`src/rtl/nrzi_rx_deser.sv`:
```
// nrzi_rx_deser: NRZI line decoder that assembles MSB-first words onto a one-deep valid/ready output register
//   clock        rising-edge system clock
//   reset        asynchronous active-low reset
//   z_in         NRZI line bit, sampled when bit_en=1
//   bit_en       one line bit present this cycle
//   align        synchronous realign; drops the partial word
//   data_out     assembled word, first received bit in the MSB
//   data_valid   data_out holds an unconsumed word
//   data_ready   consumer accepts the word when data_valid=1
//   overrun      sticky flag: a completed word was dropped
//   bit_cnt      bits collected in the current partial word
//   stuff_err    (NRZI_RX_UNSTUFF_EN only) one-cycle pulse on a stuff bit that decoded as 1
// Define NRZI_RX_UNSTUFF_EN to strip a stuff bit after six consecutive decoded 1s.
module nrzi_rx_deser #(
    parameter int WIDTH = 16,
    parameter int CNT_W = 5
) (
    input  logic             clock,
    input  logic             reset,
    input  logic             z_in,
    input  logic             bit_en,
    input  logic             align,
    output logic [WIDTH-1:0] data_out,
    output logic             data_valid,
    input  logic             data_ready,
    output logic             overrun,
`ifdef NRZI_RX_UNSTUFF_EN
    output logic             stuff_err,
`endif
    output logic [CNT_W-1:0] bit_cnt
);
    localparam logic [0:0] COLLECT = 1'b0;
    localparam logic [0:0] HOLD    = 1'b1;

    logic             z_prev_q, z_prev_d;
    logic [WIDTH-1:0] shreg_q, shreg_d, dout_q, dout_d, word;
    logic [CNT_W-1:0] cnt_q, cnt_d;
    logic [0:0]       state_q, state_d;
    logic             ovr_q, ovr_d, x, take, done, accept, clr;

`ifdef NRZI_RX_UNSTUFF_EN
    logic [2:0] ones_q, ones_d;
    logic       serr_q, serr_d, stuff;
    // The bit following six decoded 1s is a stuff bit and never carries data.
    assign stuff  = ones_q == 3'd6;
    assign take   = bit_en & ~align & ~stuff;
    assign serr_d = bit_en & ~align & stuff & x;
    assign clr    = align | serr_d;
    assign ones_d = (clr || (bit_en && stuff)) ? 3'd0 : take ? (x ? ones_q + 3'd1 : 3'd0) : ones_q;
    assign stuff_err = serr_q;
`else
    assign take = bit_en & ~align;
    assign clr  = align;
`endif

    assign x        = ~(z_in ^ z_prev_q);
    assign word     = {shreg_q[WIDTH-2:0], x};
    assign done     = take && cnt_q == CNT_W'(WIDTH - 1);
    // A finished word may replace the held one only when that one is consumed this cycle.
    assign accept   = done && (state_q == COLLECT || data_ready);
    assign z_prev_d = align ? 1'b1 : bit_en ? z_in : z_prev_q;
    assign shreg_d  = clr ? '0 : take ? word : shreg_q;
    assign cnt_d    = clr ? '0 : take ? (done ? '0 : cnt_q + 1'b1) : cnt_q;
    assign dout_d   = accept ? word : dout_q;
    assign state_d  = accept ? HOLD : (state_q == HOLD && data_ready) ? COLLECT : state_q;
    assign ovr_d    = align ? 1'b0 : (done && !accept) ? 1'b1 : ovr_q;

    always_ff @(posedge clock or negedge reset) begin
        if (!reset) begin
            z_prev_q <= 1'b1;
            shreg_q  <= '0;
            cnt_q    <= '0;
            dout_q   <= '0;
            state_q  <= COLLECT;
            ovr_q    <= 1'b0;
`ifdef NRZI_RX_UNSTUFF_EN
            ones_q   <= '0;
            serr_q   <= 1'b0;
`endif
        end else begin
            z_prev_q <= z_prev_d;
            shreg_q  <= shreg_d;
            cnt_q    <= cnt_d;
            dout_q   <= dout_d;
            state_q  <= state_d;
            ovr_q    <= ovr_d;
`ifdef NRZI_RX_UNSTUFF_EN
            ones_q   <= ones_d;
            serr_q   <= serr_d;
`endif
        end
    end

    assign data_out   = dout_q;
    assign data_valid = state_q == HOLD;
    assign overrun    = ovr_q;
    assign bit_cnt    = cnt_q;
endmodule

```
`config.mk`:
```
export PLATFORM = sky130hd
export DESIGN_NAME = nrzi_rx_deser
export DESIGN_NICKNAME = d
export VERILOG_FILES = /design/src/rtl/nrzi_rx_deser.sv
export SDC_FILE = /design/constraint.sdc
export NUM_CORES = 1
export LEC_CHECK = 0
export BUFFER_PORTS_ARGS = -buffer_cell sky130_fd_sc_hd__buf_2
export CORE_AREA = 3 3 59 61
export DETAILED_ROUTE_END_ITERATION = 6
export DIE_AREA = 0 0 62 64
export GPL_TIMING_DRIVEN = 0
export PLACE_DENSITY = 0.76
export SETUP_SLACK_MARGIN = 0.2
export SYNTH_ARGS = -nofsm -noshare
export SYNTH_HDL_FRONTEND = slang
export SYNTH_SLANG_ARGS = --single-unit
```
`constraint.sdc`:
```
create_clock -name clock -period 2.1 [get_ports clock]
set_input_delay 0.42 -clock clock [delete_from_list [all_inputs] [get_ports clock]]
set_output_delay 0.42 -clock clock [all_outputs]
set_load 0.005 [all_outputs]
```
==> flow_summary.yaml, run 1 <==
floorplanning:
  die_h_um: 64
  fp.dieArea_um2: 3970
  dieWidth_um: 62
  num_io_pins: 29
  core_um2: 3030
  start_util: 0.535
  rows: 20
worst_setup_path:
  crit_fanout: 10
  critical_path_class: "reg -> reg"
  cp.required_ps: 2320
  crit_start: "bit_cnt[0]"
  critPathLaunchType: "flop"
  worstPathArrival_ps: 1870
  end_kind: "flop"
  regToRegStartpoint: "bit_cnt[0]"
sta:
  timing.final.crit_share: 0.786
  worst_pin_slew_ps: 830
  drv_slew: 0
  rsz0062_at_grt: "no"
  period_needed_ps: 1650
  hold_viol: 0
  fin_setup_tns_ps: 0
  clock_skew_ps: 7.76
  setup_viol: 0
  clock.fmax_mhz: 606
  slew_headroom: 0.447
cells_and_area:
  fin_area_um2: 1860
  layout.nets: 161
  num_antenna_cells: 0
  drive_gt1_frac: 0.359
  utilization: 0.613
  area_growth_pct: 14.6
  fill_cells: 241
route:
  topRoutingLayerUsed: "met4"
  finalWirelength_um: 2680
  drcViolationCount: 0
  dr_wl_met2_um: 1230
  routed-wl-met3_um: 105
  wl_met1_um: 1280
  via_per_inst: 4.99
  drtIter0Drc: 14
  detail_route.first_pass.iterations: 4
  detail_route.wl_per_cell_um: 13.6
  vias: 983
  antenna_left: 0
synthesis:
  synth_edf_count: 0
  synth_seq_cells: 39
  seq_area_frac_synth: 0.603
  syn-cell-area_um2: 1620
  yosys.cell_types.count: 28
  synth_top_area_share: 0.587
  syn_avg_cell_area_um2: 13.6
  syn_nets: 126
  yosysWarnings: 0
  synth_area_leaders: "dfrtp_1, mux2_4, mux2i_1"
  async_reset_ff_frac: 1.00
  synthFlopType: "dfrtp_1"
  synth_most_common_cell: "dfrtp_1"
  yosysTopAreaCell: "dfrtp_1"
  netlist_instances: 119
  synth_commonest_cells: "dfrtp_1, nor2_1, mux2i_1"
clock_network:
  clk_pin_slew_ps: 100
  holdBufCountCts: 0
  cts_sinks: 39
  ctsResizeCount: 0
  insertion_delay_ps: 330
  postCtsSetupBuffers: 0
  cts_made_buffers: 5
  cts_tree: "yes"
  clock-root-buffer: "clkbuf_4"
  h-tree-depth: 2
  cts_buffer_depth: 2
global_routing:
  grt_pass1_wl_um: 4710
  grt-ovfl-total: 0
  grt_pass1_vias: 1026
  antenna_found_initial: 0
  grt_use_total: 0.161
  grt_start_max_net_pins: 40
power:
  power_density_nw_per_um2: 626
  ir_worst_vdd_v: 0.000330
  total_leakage_power_nw: 1.03
placed_design:
  io_buffers: 28
  postPlaceCellArea_um2: 1820
  place.gp.congestion: 0.707
  hpwl_um: 1920
outcome:
  status: "completed"
worst_hold_path:
  hold_class: "in -> async"
run:
  maxCapViolations: 0
-- worst max-delay path, cell delays in order (launching register included) --
cell and delay, ps:
dfrtp_1 420, ha_1 220, and4_4 270, nand3_4 130, buf_6 200, mux2_4 300
-- cells in the final DEF (no fill, tap or decap) --
cell type,n
o21ai_0,2
nand4b_1,1
dfrtp_1,38
ha_1,1
nand3_4,1
buf_2,29
nor2_1,18
mux2_4,10
nor3b_1,1
inv_1,2
clkbuf_4,5
and4_4,1
clkbuf_1,3
xor2_1,1
nand3_1,1
nand3b_1,1
o22ai_1,1
nand2_1,7
mux2i_1,15
a211o_1,1
or4b_1,1
buf_4,1
nand2b_1,1
xnor2_1,1
o211ai_1,1
buf_6,1
nor2b_1,1
dfstp_2,1
mux2_2,6
-- layer usage --
metal,vias to the layer above,GRT usage
met1,484,0.205
met4,0,0.0796
met5,-,0
li1,473,-
met2,18,0.249
met3,8,0.0424
-- state kept, by name, summed over array words and instances, names as in the netlist --
name,count
data_out,16
bit_cnt,5
data_valid,1
overrun,1
z_prev_q,1
shreg_q,15
-- cell families (layout without fill, tap and decap cells) --
group	after synthesis	in the layout	share of synthesized area
flip-flops	39	39	0.603
multiplexers	31	31	0.227
AO/OA/AOI/OAI	5	5	0.0201
adder cells (fa/ha/maj)	1	1	0.00772
XOR/XNOR	2	2	0.0108
AND/OR/NAND/NOR	34	34	0.107
buffers and inverters	7	41	0.0239
-- path summary, 6_finish.rpt --
| path | end | slack (ps) | depth (start not counted) |
|---|---|---|---|
| max | data_out[11] | 450 | 5 |
| min | bit_cnt[1] | 180 | 1 |
| max reg2reg | data_out[11] | 450 | 5 |
| min reg2reg | data_out[7] | 510 | 1 |
| max in group asynchronous | shreg_q[11] | 1400 | 1 |
| min in group clock | z_prev_q | 340 | 2 |
-- per-stage QoR --
stage | instances | setup WS, ps | hold WS (ps) | power, mW
after global routing | 197 | 357 | 214 | 1.22
after global placement | 191 | 503 | 485 | 0.844
after detailed placement | 191 | 465 | 492 | 0.846
final | 197 | 449 | 176 | 1.16
after floorplan | 119 | 576 | 124 | 0.814
after CTS | 197 | 445 | 188 | 1.18
-- report_power, final --
group          switching, mW  total [mW]  internal, mW
Clock                  0.214       0.333         0.119
Sequential           0.00691       0.766         0.759
Combinational         0.0407      0.0636        0.0229
Total                  0.262        1.16         0.901
-- area by class of cell --
class	instances	area, um2	share of cell area
buffer	5	31.3	0.0168
clock buffer	6	41.3	0.0222
inverter	2	7.51	0.00404
multi-input combinational	73	604	0.325
sequential	39	977	0.526
tap	44	55.1	0.0296
timing repair buffer	28	140	0.0755
(Power assumes the default switching activity.)
==> inputs of run 2 (changes only) <==
Clock period 2.1 ns to 1.55 ns, I/O delays scaled along.
==> flow_summary.yaml, run 2 (synthesis gave the netlist of run 1 again) <==
cells_and_area:
  seq_area_um2: 977
  drive_gt1_frac: 0.399
  area_growth_pct: 19.8
  fin_area_um2: 1940
  largest_reg_flops: 16
  final_cell_mix: "dfrtp_1, buf_2, nor2_1"
  multi_input_area_um2: 607
  utilization: 0.641
  stdcell_count: 207
  layout.nets: 169
  num_antenna_cells: 0
  final_common_cell: "dfrtp_1"
  fill_cells: 231
outcome:
  status: "completed"
worst_setup_path:
  worstPathArrival_ps: 1720
  cp.required_ps: 1770
  critPathLaunchType: "flop"
  end_kind: "flop"
  critical_path_class: "reg -> reg"
  crit_fanout: 10
  rr_worst_depth: 5
floorplanning:
  die_h_um: 64
  fp.dieArea_um2: 3970
  dieWidth_um: 62
  num_io_pins: 29
  rows: 20
  start_util: 0.535
  core_um2: 3030
clock_network:
  h-tree-depth: 2
  cts_made_buffers: 5
  clk_pin_slew_ps: 120
  cts_tree: "yes"
  cts_buffer_depth: 2
  holdBufCountCts: 0
  insertion_delay_ps: 340
  clock-root-buffer: "clkbuf_4"
  cts_sinks: 39
route:
  antenna_left: 0
  drtIter0Drc: 17
  vias: 1028
  finalWirelength_um: 2850
  via_per_inst: 4.97
  detail_route.wl_per_cell_um: 13.8
  detail_route.first_pass.iterations: 4
  drcViolationCount: 0
sta:
  period_needed_ps: 1500
  drv_slew: 0
  worst_pin_slew_ps: 821
  rsz0062_at_grt: "yes"
  clock_skew_ps: 15.4
  timing.final.crit_share: 0.969
  setup_viol: 0
  clock.fmax_mhz: 666
  whs_ps: 46.1
  fin_setup_tns_ps: 0
  hold_viol: 0
  slew_headroom: 0.453
global_routing:
  grt_pass1_wl_um: 5050
  grt_start_max_net_pins: 40
  grt_use_total: 0.174
  grt-ovfl-total: 0
  antenna_found_initial: 0
  grt_pass1_vias: 1056
run:
  maxCapViolations: 0
placed_design:
  place_inst: 191
  hpwl_um: 2020
  postPlaceCellArea_um2: 1820
  io_buffers: 28
  place.gp.congestion: 0.683
power:
  power_density_nw_per_um2: 839
  total_leakage_power_nw: 1.08
  ir_worst_vdd_v: 0.000710
worst_hold_path:
  hold_class: "in -> async"
-- run 2: cell count changes in the layout (fill, tap and decap cells not counted), sizes merged --
cell | previous run | this run
buf | 31 | 39
clkbuf | 8 | 9
clkinv | 0 | 1
-- run 2: metal layers --
layer  global-route usage  part of all wire
met5                    0                 0
met2                0.275              0.51
met4               0.0477             0.011
met3               0.0606             0.041
met1                0.223              0.44
-- run 2: cell type report --
class,count,area share
Buffer,5,0.0206
Clock buffer,7,0.0232
Clock inverter,1,0.00258
Inverter,2,0.00387
Multi-Input combinational cell,73,0.313
Sequential cell,39,0.504
Tap cell,44,0.0284
Timing Repair Buffer,36,0.105
-- run 2: path summary, 6_finish.rpt --
check,startpoint,slack (ps),end
setup / recovery,bit_cnt[0],50,data_out[11]
hold / removal,reset,50,bit_cnt[3]
setup reg to reg,bit_cnt[0],50,data_out[11]
hold reg to reg,data_out[10],510,data_out[10]
max in group asynchronous,reset,970,data_out[11]
min in group clock,z_in,240,z_prev_q
-- run 2: repair_timing --
action / 4_1_cts / 5_1_grt
resized for setup: 1 / 1
setup buffers: 6 / 2
endpoints found under the hold margin: 0 / 0
pin swaps: 1 / 1
endpoints found under the setup margin: 16 / 19
-- run 2: critical path: stages (launching register included) --
cell and delay, ps:
dfrtp_1 380, ha_2 200, and4_4 250, nand3_4 90
buf_12 170, mux2_4 290
-- run 2: report_power, final --
| part | internal (mW) | switching (mW) | leakage, nW | total [mW] |
|---|---|---|---|---|
| combinational | 0.0378 | 0.0605 | 0.507 | 0.0983 |
| sequential | 1.03 | 0.00835 | 0.539 | 1.04 |
| clock | 0.177 | 0.316 | 0.0293 | 0.493 |
| total | 1.24 | 0.384 | 1.08 | 1.63 |
-- run 2: stage by stage --
step	setup WS [ps]	total power [mW]
floorplan	31.9	1.10
global placement	-43.5	1.14
detailed placement	-75.7	1.15
CTS	73.5	1.64
global route	-11.1	1.71
finish	48.0	1.63
